## src/rtl/ibex_register_file_mp.sv

```systemverilog
// ibex_register_file_mp: multi-port flop register file with a mult/div write port, pending scoreboard and clear engine.
// Defining IBEX_RF_WR_BYPASS_EN forwards same-cycle accepted write data to matching read ports.
module ibex_register_file_mp #(
    parameter bit                   RV32E       = 1'b0,
    parameter int unsigned          DataWidth   = 32,
    parameter int unsigned          NumRdPorts  = 3,
    parameter logic [DataWidth-1:0] WordZeroVal = '0,
    localparam int unsigned         ADDR_WIDTH  = RV32E ? 4 : 5,
    localparam int unsigned         NUM_WORDS   = 2 ** ADDR_WIDTH
) (
    input  logic                            clk_i,
    input  logic                            rst_i,
    input  logic [NumRdPorts*5-1:0]         raddr_i,
    output logic [NumRdPorts*DataWidth-1:0] rdata_o,
    input  logic                            we_a_i,
    input  logic [4:0]                      waddr_a_i,
    input  logic [DataWidth-1:0]            wdata_a_i,
    input  logic                            we_b_i,
    input  logic [4:0]                      waddr_b_i,
    input  logic [DataWidth-1:0]            wdata_b_i,
    input  logic                            pend_set_i,
    input  logic [4:0]                      pend_addr_i,
    output logic [NUM_WORDS-1:0]            pend_o,
    input  logic                            clr_req_i,
    output logic                            clr_busy_o,
    output logic                            err_o
);
    typedef enum logic {IDLE, CLEAR} state_e;

    state_e                state_q;
    logic [DataWidth-1:0]  rf_q [NUM_WORDS];
    logic [NUM_WORDS-1:0]  pend_q, pend_d;
    logic [ADDR_WIDTH-1:0] idx_q;
    logic                  err_q, err_d, acc_a, acc_b, clr_go;

    // x0 and the upper half of the space in RV32E are never stored
    function automatic logic legal(input logic [4:0] a);
        return (a != 5'd0) && !(RV32E && a[4]);
    endfunction

    assign acc_a  = state_q == IDLE && we_a_i && legal(waddr_a_i);
    assign acc_b  = state_q == IDLE && we_b_i && legal(waddr_b_i) && !(acc_a && waddr_a_i == waddr_b_i);
    assign clr_go = state_q == IDLE && clr_req_i;
    assign err_d  = state_q == CLEAR ? (we_a_i || we_b_i) :
                    (we_a_i && RV32E && waddr_a_i[4]) || (we_b_i && RV32E && waddr_b_i[4]) ||
                    (we_a_i && we_b_i && waddr_a_i == waddr_b_i && waddr_a_i != 5'd0);

    // a new pending mark beats a same-cycle mult/div retirement to the same register
    always_comb begin
        pend_d = pend_q;
        if (acc_b) pend_d[waddr_b_i[ADDR_WIDTH-1:0]] = 1'b0;
        if (state_q == IDLE && pend_set_i && legal(pend_addr_i)) pend_d[pend_addr_i[ADDR_WIDTH-1:0]] = 1'b1;
        if (clr_go) pend_d = '0;
    end

    always_ff @(posedge clk_i or posedge rst_i) begin
        if (rst_i) begin
            for (int i = 0; i < NUM_WORDS; i++) rf_q[i] <= WordZeroVal;
            pend_q  <= '0;
            err_q   <= 1'b0;
            idx_q   <= '0;
            state_q <= IDLE;
        end else begin
            pend_q <= pend_d;
            err_q  <= err_d;
            if (acc_a) rf_q[waddr_a_i[ADDR_WIDTH-1:0]] <= wdata_a_i;
            if (acc_b) rf_q[waddr_b_i[ADDR_WIDTH-1:0]] <= wdata_b_i;
            if (state_q == CLEAR) begin
                rf_q[idx_q] <= WordZeroVal;
                idx_q       <= idx_q + ADDR_WIDTH'(1);
                if (idx_q == ADDR_WIDTH'(NUM_WORDS - 1)) state_q <= IDLE;
            end else if (clr_req_i) begin
                idx_q   <= ADDR_WIDTH'(1);
                state_q <= CLEAR;
            end
        end
    end

    for (genvar k = 0; k < NumRdPorts; k++) begin : g_rd
        logic [4:0]           ra;
        logic [DataWidth-1:0] base;
        assign ra   = raddr_i[5*k +: 5];
        assign base = legal(ra) ? rf_q[ra[ADDR_WIDTH-1:0]] : WordZeroVal;
`ifdef IBEX_RF_WR_BYPASS_EN
        assign rdata_o[DataWidth*k +: DataWidth] = (acc_a && waddr_a_i == ra) ? wdata_a_i :
                                                   (acc_b && waddr_b_i == ra) ? wdata_b_i : base;
`else
        assign rdata_o[DataWidth*k +: DataWidth] = base;
`endif
    end

    assign pend_o     = pend_q;
    assign clr_busy_o = state_q == CLEAR;
    assign err_o      = err_q;
endmodule

```

## config.mk

```make
export PLATFORM = sky130hd
export DESIGN_NAME = ibex_register_file_mp
export DESIGN_NICKNAME = d
export VERILOG_FILES = /design/src/rtl/ibex_register_file_mp.sv
export SDC_FILE = /design/constraint.sdc
export NUM_CORES = 2
export LEC_CHECK = 0
export BUFFER_PORTS_ARGS = -buffer_cell sky130_fd_sc_hd__buf_2
export CAP_MARGIN = 20
export CORE_MARGIN = 5
export CORE_UTILIZATION = 45
export CTS_CLUSTER_DIAMETER = 40
export DETAILED_ROUTE_END_ITERATION = 16
export PLACE_DENSITY = 0.65
export SKIP_CTS_REPAIR_TIMING = 1
export SLEW_MARGIN = 10
export SYNTH_ARGS = -nofsm -noshare
export SYNTH_HDL_FRONTEND = slang
export SYNTH_SLANG_ARGS = --single-unit
```

## constraint.sdc

```tcl
create_clock -name clk_i -period 34.1 [get_ports clk_i]
set_input_delay 3.41 -clock clk_i [delete_from_list [all_inputs] [get_ports clk_i]]
set_output_delay 3.41 -clock clk_i [all_outputs]
set_load 0.03 [all_outputs]
```

==> metrics.md <==
| Metric | Value |
|---|---|
| Flop-to-flop setup slack | between 30 and 40 ns |
| Global-route wire length before repair | around 500,000 um |
| Die Y | 423 um |
| RSZ-0062 raised after global routing | no |
| Slew HR | 6.67% |
| DRC | 0 |
| IO Pins | 230 |
| Nets | 6,903 |
| VDD IR max | 0.0545 mV |
| Gp weighted congestion | 0.970 |
| CTS Root Cell | clkbuf_16 |
| Inserted Clock Buffers | 167 |
| Leakage | 39.2 nW |
| Max incr delay on CP | around 0.94 ns |
| Post-route ant nets | 0 |
| Final WL | 353,000 um |
| Fin crit share | about a third |
| Starting DRT DRC Count | 12,700 |
| Crit path DAT | 8.52 ns |
| Clk Latency, worst-skew pair | 0.83 ns |
| Synth Instances | roughly 7,000 |
| Crit path top cell by count | buf_4 |
| Worst Reg-to-Reg Cells | 8 |
| Die area | 179,000 sq um |
| I/O Buffers | roughly 230 |
| FP Rows | 151 |
| Worst-path cell chain | buf_8 > buf_12 > buf_4 > buf_4 > mux4_2 > mux2_2 > o22ai_1 > nor3_1 > buf_2 |
| Vias/cell | 7.64 |
| Top_reg_cell synth | dfrtp_1 |
| Commonest non-fill, non-tap cells in the layout | dfrtp_1, mux2i_1, mux4_2, o21ai_0, a21oi_1 |
| Yosys reg bits | approximately 1,100 |
| WHS Path Cells | 1 |
| H-tree Lvls | 4 |
| Post-synth EDFFs | 0 |
| Number of max-cap violations | 0 |
| Synth-to-Final Area Change | 10.6% |
| Critical R2R Capture | rf_q[683] |
| Largest net degree at the start of global routing | 96 |
| Pwr Density | 73.7 nW/um^2 |
| Wire per inst | 38.4 um |
| Skew final | between 0.015 and 0.02 ns |
| Post-DP HPWL | 202,000 um |
| CP Launch Type | primary input |
| Final Hold Vio Count | 0 |
| Share of cells above drive strength 1 | 24.5% |
| Syn nets | ~7,200 |
| Hold Path Class | reg2reg |
| Crit path kind | in2out |
| Commonest non-fill, non-tap cell in the layout | dfrtp_1 |
| GRT overflow | 0 |
| CP max-delay cell | buf_4 |
| Chip Width | roughly 420 um |
| Vias | 70,100 |
| WHS Endpoint | pend_o[0] |
| Drt first pass iters | 9 |
| Initial Util | 45.3% |
| Slew Viols, Final | 0 |
| Tot GR Track Use | 38.0% |
| Slew @ Worst Pin | roughly 1.4 ns |
| Core area | 169,000 sq um |
| Worst-case clock buffer depth | 3 |
| Worst setup EP type | output port |
| Worst EP required | 30.69 ns |
| Crit-path max FO | 89 |
| Part of the Yosys area used for sequential elements | between 30% and 40% |
| Final number of setup-violating endpoints | 0 |
| Final min period | 11.93 ns |
| Yosys warnings | 0 |
| Num Clock Sinks | approximately 1,100 |
| TritonCTS clock tree | done |
| Hold_sp | pend_o[0] |
| Initial antenna violation count | 30 |
| Synthesized area per cell | 10.7 sq um |
| Worst flop-to-flop path startpoint | clr_busy_o |
| Setup TNS | 0 ns |
| Hold Slack | a little under 0.5 ns |
| Outcome | finished clean |
| Synth async-reset ratio | 100% |
| Clock-pin transition on the worst setup and hold timing paths | 0.05 ns |
| Vias in the first global route | about 67,000 |
| Fmax | 0.0839 GHz |
| Yosys cell types | 59 |
| Synth Cell Area | 76,700 sq um |
[cell type report]
type                    instances  area (sq um)
diodes                         22          55.1
inverters                       7          33.8
fillers                     14900         84600
flip-flops and latches       1063         26600
multi-input cells            5122         46600
clock inverters               106          1350
well taps                    2218          2780
repair buffers                437          2930
clock buffers                 203          4490
[where the power goes]
part / leakage, nW / internal [W] / switching (W)
clock network: 2.81 / 0.00111 / 0.000705
registers: 14.5 / 0.00174 / 0.000542
logic: 21.9 / 0.00111 / 0.00104
[sequential cells by signal, summed over array words and instances, names as in the netlist]
register,flops
clr_busy_o,1
idx_q,5
pend_o,32
rf_q,1024
err_o,1
[synth_stat cells (109+ instances only)]
cell type	instances	area (sq um)
a21oi_1	631	3160
clkbuf_1	593	2230
mux2i_1	883	8840
nand3_1	309	1550
nand2_1	618	2320
mux2_2	139	1570
o21ai_0	679	3400
dfrtp_1	1063	26600
mux4_2	707	15900
o211a_1	405	4050
buf_2	257	1290
a211oi_1	109	818
[per-layer routing]
metal / vias to the layer above / wire length [um] / global-route usage [%]
li1: 26900 / - / -
met4: 14 / 33500 / 29.7
met5: - / 188 / 0.538
met2: 6961 / 143000 / 51.8
met3: 1727 / 58300 / 17.2
met1: 34500 / 118000 / 46.5
[worst max path at each step]
stage | from | to | cells after the start | slack, ns
floorplan | rst_i | clr_busy_o | 1 | 0.77
global placement | raddr_i[11] | rdata_o[75] | 9 | 22.38
detailed placement | raddr_i[11] | rdata_o[64] | 9 | 22.35
CTS | raddr_i[11] | rdata_o[64] | 9 | 22.35
global route | raddr_i[11] | rdata_o[64] | 9 | 22.10
finish | raddr_i[11] | rdata_o[64] | 9 | 22.17
[through the flow]
| stage | worst slack [ns] | std cells | instance area [sq um] | util, % | power [W] |
|---|---|---|---|---|---|
| after floorplan | 0.768 | 7139 | 76700 | - | 0.00369 |
| after global placement | 22.38 | 8839 | 78800 | 46.5 | 0.00423 |
| after detailed placement | 22.35 | 8840 | 78800 | 46.5 | 0.00434 |
| after CTS | 22.35 | 9149 | 84600 | 49.9 | 0.00615 |
| after global routing | 22.10 | 9165 | 84800 | 50.0 | 0.00648 |
| final | 22.17 | 9178 | 84800 | 50.1 | 0.00625 |
[critical path: cells and delay by family]
kind,cells,cell delay (ns)
AOI/OAI and AO/OA,1,0.67
and+or+nand+nor,1,0.17
buffers and inverters,5,3.00
muxes,2,0.87
[logic make-up (layout without fill, tap and decap cells)]
kind of cell | Yosys count | after routing | share of synthesized area, %
AO/OA/AOI/OAI | 2143 | 2143 | 18.0
multiplexers | 1729 | 1729 | 34.3
AND/OR/NAND/NOR | 1238 | 1238 | 7.38
flip-flops | 1063 | 1063 | 34.7
buffers and inverters | 954 | 753 | 5.50
XOR/XNOR | 7 | 7 | 0.0799
adder cells (fa/ha/maj) | 5 | 5 | 0.0815
other | 0 | 22 | 0
Power figures use the tool's default switching activity.
